File: config.mk
export PLATFORM = sky130hd
export DESIGN_NAME = dmem_arbiter
export DESIGN_NICKNAME = d
export VERILOG_FILES = /design/src/rtl/dmem_arb_pkg.sv /design/src/rtl/dmem_arbiter_rr_pick.sv /design/src/rtl/dmem_arbiter.sv
export SDC_FILE = /design/constraint.sdc
export NUM_CORES = 1
export LEC_CHECK = 0
export BUFFER_PORTS_ARGS = -buffer_cell sky130_fd_sc_hd__buf_2
export CORE_AREA = 2 2 116 118
export CTS_CLUSTER_SIZE = 20
export DETAILED_ROUTE_END_ITERATION = 12
export DIE_AREA = 0 0 118 120
export MAX_ROUTING_LAYER = met4
export SLEW_MARGIN = 20
export SYNTH_ARGS = -nofsm -noshare
export SYNTH_HDL_FRONTEND = slang
export SYNTH_SLANG_ARGS = --single-unit
export TNS_END_PERCENT = 5
File: constraint.sdc
create_clock -name clk -period 1.9 [get_ports clk]
set_clock_uncertainty 0.05 [all_clocks]
set_input_delay 0.19 -clock clk [delete_from_list [all_inputs] [get_ports clk]]
set_output_delay 0.19 -clock clk [all_outputs]
set_load 0.02 [all_outputs]
File: src/rtl/dmem_arb_pkg.sv
// Shared types and constants for the two-master data-memory arbiter.
// The DMEM_ARB_STATS_EN build of dmem_arbiter uses STAT_W for its counters.
package dmem_arb_pkg;

    typedef enum logic [1:0] {ARB_IDLE, ARB_OWN0, ARB_OWN1} arb_state_t;

    localparam logic M0 = 1'b0;
    localparam logic M1 = 1'b1;

    localparam int STAT_W = 16;

endpackage

File: src/rtl/dmem_arbiter_rr_pick.sv
// Next-owner selector for dmem_arbiter: round-robin from IDLE, burst-limited
// handover while owned. Purely combinational.
module arb_rr_pick
    import dmem_arb_pkg::*;
(
    input  arb_state_t i_state,
    input  logic [1:0] i_req,
    input  logic       i_rr_last,
    input  logic       i_burst_done,
    output arb_state_t o_next
);

    always_comb begin
        o_next = ARB_IDLE;
        case (i_state)
            ARB_IDLE: begin
                if (&i_req)
                    o_next = (i_rr_last == M1) ? ARB_OWN0 : ARB_OWN1;
                else if (i_req[M0])
                    o_next = ARB_OWN0;
                else if (i_req[M1])
                    o_next = ARB_OWN1;
            end
            ARB_OWN0: begin
                if (!i_req[M0])
                    o_next = i_req[M1] ? ARB_OWN1 : ARB_IDLE;
                else if (i_req[M1] && i_burst_done)
                    o_next = ARB_OWN1;
                else
                    o_next = ARB_OWN0;
            end
            ARB_OWN1: begin
                if (!i_req[M1])
                    o_next = i_req[M0] ? ARB_OWN0 : ARB_IDLE;
                else if (i_req[M0] && i_burst_done)
                    o_next = ARB_OWN0;
                else
                    o_next = ARB_OWN1;
            end
            default: o_next = ARB_IDLE;
        endcase
    end

endmodule

File: src/rtl/dmem_arbiter.sv
// Two-master arbiter for the single data-memory port (core + secondary master).
// Define DMEM_ARB_STATS_EN to add saturating conflict/stall counters.
module dmem_arbiter
    import dmem_arb_pkg::*;
#(
    parameter int AW        = 32,
    parameter int DW        = 32,
    parameter int MAX_BURST = 4
) (
    input  logic          clk,
    input  logic          nreset,
    input  logic          m0_req,
    input  logic          m0_we,
    input  logic [AW-1:0] m0_addr,
    input  logic [DW-1:0] m0_wdata,
    output logic          m0_ack,
    output logic [DW-1:0] m0_rdata,
    output logic          m0_stall,
    input  logic          m1_req,
    input  logic          m1_we,
    input  logic [AW-1:0] m1_addr,
    input  logic [DW-1:0] m1_wdata,
    output logic          m1_ack,
    output logic [DW-1:0] m1_rdata,
    output logic          mem_we,
    output logic [AW-1:0] mem_addr,
    output logic [DW-1:0] mem_wdata,
    input  logic [DW-1:0] mem_rdata
`ifdef DMEM_ARB_STATS_EN
    ,
    output logic [STAT_W-1:0] conflict_cnt,
    output logic [STAT_W-1:0] m0_wait_cnt
`endif
);

    localparam int            CW         = $clog2(MAX_BURST) + 1;
    localparam logic [CW-1:0] BURST_LAST = CW'(MAX_BURST - 1);

    arb_state_t    r_state;
    arb_state_t    w_next;
    logic [CW-1:0] r_burst_cnt;
    logic          r_rr_last;
    logic          w_burst_done;
    logic          w_ack0;
    logic          w_ack1;

    assign w_burst_done = (r_burst_cnt == BURST_LAST);

    arb_rr_pick u_pick (
        .i_state     (r_state),
        .i_req       ({m1_req, m0_req}),
        .i_rr_last   (r_rr_last),
        .i_burst_done(w_burst_done),
        .o_next      (w_next)
    );

    // Count saturates at BURST_LAST so a solo owner hands over on the first
    // contested cycle once it has used its share.
    always_ff @(posedge clk) begin
        if (!nreset) begin
            r_state     <= ARB_IDLE;
            r_burst_cnt <= '0;
            r_rr_last   <= M1;
        end else begin
            r_state <= w_next;
            if (w_next == ARB_IDLE || w_next != r_state)
                r_burst_cnt <= '0;
            else if (!w_burst_done)
                r_burst_cnt <= r_burst_cnt + CW'(1);
            if (w_next != r_state) begin
                if (w_next == ARB_OWN0)
                    r_rr_last <= M0;
                else if (w_next == ARB_OWN1)
                    r_rr_last <= M1;
            end
        end
    end

    // Gating with nreset drops any in-flight transfer during a reset cycle.
    assign w_ack0 = nreset & (r_state == ARB_OWN0) & m0_req;
    assign w_ack1 = nreset & (r_state == ARB_OWN1) & m1_req;

    always_comb begin
        mem_addr  = '0;
        mem_wdata = '0;
        if (nreset) begin
            case (r_state)
                ARB_OWN0: begin
                    mem_addr  = m0_addr;
                    mem_wdata = m0_wdata;
                end
                ARB_OWN1: begin
                    mem_addr  = m1_addr;
                    mem_wdata = m1_wdata;
                end
                default: ;
            endcase
        end
    end

    assign mem_we   = (w_ack0 & m0_we) | (w_ack1 & m1_we);
    assign m0_ack   = w_ack0;
    assign m1_ack   = w_ack1;
    assign m0_stall = m0_req & ~w_ack0;
    assign m0_rdata = mem_rdata;
    assign m1_rdata = mem_rdata;

`ifdef DMEM_ARB_STATS_EN
    logic [STAT_W-1:0] r_conflict_cnt;
    logic [STAT_W-1:0] r_m0_wait_cnt;

    always_ff @(posedge clk) begin
        if (!nreset) begin
            r_conflict_cnt <= '0;
            r_m0_wait_cnt  <= '0;
        end else begin
            if (m0_req && m1_req && r_conflict_cnt != '1)
                r_conflict_cnt <= r_conflict_cnt + STAT_W'(1);
            if (m0_stall && r_m0_wait_cnt != '1)
                r_m0_wait_cnt <= r_m0_wait_cnt + STAT_W'(1);
        end
    end

    assign conflict_cnt = r_conflict_cnt;
    assign m0_wait_cnt  = r_m0_wait_cnt;
`endif

endmodule
==> run metrics <==
vias in the first global route 2029; max-cap violations 0; Yosys cell types 28; crit-path cells inv_4 > ha_4 > or3_4 > buf_4 > nand4b_4 > ha_4 > o21a_1 > o31a_1; critical path's largest stage delay 0.37 ns; maximum number of pins on one net before global-route repair 35; sequential area share after synthesis 6.86%; Worst Min Path Start nreset; DP Worst Slack -0.0272 ns; hold_buf cts 0; initial core utilization 13.5%; buffers added on ports 201; Mapped Nets 435; most frequent cell after synthesis nor2_1; Syn Std Cell Area 1750 um^2; Root Driver clkbuf_16; DR vias/cell 4.00; WP data required 1.96 ns; Synth area leader a22oi_1; Critical-path top delay cell dfxtp_4; CP startpoint kind flip-flop; hold depth 3; RSZ-0062 raised after global routing yes; P_leak 0.00143 uW; CP endpoint kind flip-flop; CTS clk-pin slew, worst paths 0.04 ns; row count 42; kind of cell adding the most delay to the critical path simple AND/OR/NAND/NOR gates; Syn Area/Cell 6.71 um^2; CP most frequent cell ha_4; initial DRC count 96; Clock Latency Late Sink 0.23 ns; WL final 7.75 mm; async set or reset register ratio after synthesis 0%; PD cells 398 nW/um^2; total core area 13000 um^2; IO Pins 298; final worst-path setup slack -0.0180 ns; CTS Buf Count 3; final hold slack 0.293 ns; r2r setup slk -0.02 ns; initial antenna violation count 0; DP Wirelength 6.34 mm; Reg2Reg Capture Point r_rr_last; failing checks setup timing; Max FO, Critical Path 3; Crit path arrival time 1.98 ns; min Tclk post-route 1.92 ns; Cells after Synth 261; DIE HEIGHT 120 um; first-pass GRT wire length 11.2 mm; # DRC 0; Peak Freq 0.521 GHz; Cell Count, Final, Fillers Out 580; type of the worst min-delay path primary input to flip-flop; Max Buffers Root-to-Sink 2; fin crit share 101%; gr ovfl total 0; via count 2321; register bit count reported by yosys 6; Synth top area share 27.4%; R2R cell count 8; Num Clock Sinks 6; WL/cell 13.4 um; placed cell count 574; drt pass-1 iters 4; Slew @ Worst Pin 0.312 ns; Top FF cell, synth dfxtp_1; EDFF count, synth 0; CP bufs+invs 2; Final GP Congestion 0.768; n_diodes 0; endpoints failing hold 0; share of layout cells above drive strength 1 63.9%; Final Setup Violations 1; most common library cells after synthesis 66 x nor2_1, 64 x a22oi_1, 64 x buf_4, 16 x clkbuf_1, 8 x ha_1; Syn-to-layout area delta 68.3%; YS warnings 0; Antenna Nets Post-Route 0; FF-to-FF Start r_state[0]; GRT Total Usage 10.1%; htree depth 1; Die X 118 um; die area 14200 um^2; VDD IR max 310 uV; Final nets 579; Worst Hold End r_state[1]; Area contributors post-synth a22oi_1 27%, buf_4 27%, nor2_1 14%; status complete, but fails checks; Slew Limit Fails 0; Worst slew margin 79.1%; TritonCTS clock tree yes; setup TNS -0.0180 ns; WS Path Type flip-flop to flip-flop
-- per-stage QoR --
stage                     cell area [um^2]  util [%]  total power, uW
after detailed placement              2690      20.7              762
after global routing                  2950      22.7             1260
after floorplan                       1830         -              663
after global placement                2690      20.7              758
final                                 2950      22.7             1170
after CTS                             2830      21.8             1150
-- where the power goes --
part           switching [uW]  internal [uW]  leakage [uW]
clock network            71.2            278     0.0000382
registers                9.44            136     0.0000503
logic                     338            339       0.00134
total                     419            753       0.00143
-- metal layers --
layer	wire, um	vias to the layer above	track usage, %
met4	101	0	2.18
met5	0	-	-
met1	3190	1032	12.8
met3	639	19	2.14
li1	-	1135	-
met2	3830	135	16.6
-- layout make-up --
cell class	count	area [um^2]
timing repair buffer	224	1300
multi-input combinational	165	1190
clock buffer	4	78.8
inverter	5	23.8
tap	176	220
fill	1495	10000
sequential	6	128
-- kinds of logic (layout without fill, tap and decap cells) --
group | Yosys count | count (layout) | synth area share, %
fa+ha+maj | 8 | 8 | 5.71
flops | 6 | 6 | 6.86
simple gates | 80 | 80 | 19.9
mux | 3 | 3 | 1.71
xor+xnor | 3 | 3 | 1.50
compound gates | 71 | 71 | 31.3
buf+inv | 90 | 233 | 33.1
-- cell usage in the layout, fill, tap and decap left out, types with 2 or more instances in the layout --
cell | netlist | layout
ha_4 | 0 | 5
and2_1 | 2 | 2
a22oi_2 | 0 | 7
xnor2_1 | 3 | 2
buf_12 | 0 | 5
buf_2 | 1 | 194
buf_6 | 0 | 3
buf_4 | 64 | 20
nor2_1 | 66 | 61
inv_4 | 0 | 2
clkbuf_16 | 0 | 3
dfxtp_4 | 0 | 2
ha_1 | 8 | 3
and3_4 | 0 | 2
inv_1 | 5 | 2
a22oi_1 | 64 | 57
mux2i_1 | 3 | 2
dfxtp_1 | 6 | 4
nor2_2 | 0 | 5
nand2_1 | 3 | 2
-- registers in the layout, summed over array words and instances, names as in the netlist --
signal	flops
r_burst_cnt	3
r_rr_last	1
r_state	2
-- tightest hold or removal path: stages --
cell	delay [ns]
buf_2	0.15
inv_1	0.13
nor2_1	0.06
-- timing repair --
item                                    4_1_cts  5_1_grt
buffers inserted                              0        1
gates cloned                                  1        0
pin swaps                                     0        3
resized for setup                             9       27
endpoints found under the setup margin       18       34
-- how the worst max path moves through the flow --
stage / start / endpoint / slack (ns) / cells after the start
floorplan: r_state[1] / r_rr_last / 0.005 / 9
global placement: r_state[0] / r_rr_last / -0.008 / 8
detailed placement: r_state[0] / r_rr_last / -0.03 / 8
CTS: r_state[0] / r_rr_last / -0.02 / 8
global route: r_state[0] / r_rr_last / -0.08 / 9
finish: r_state[0] / r_rr_last / -0.02 / 8
No activity file was read; power rests on OpenSTA's default activity.
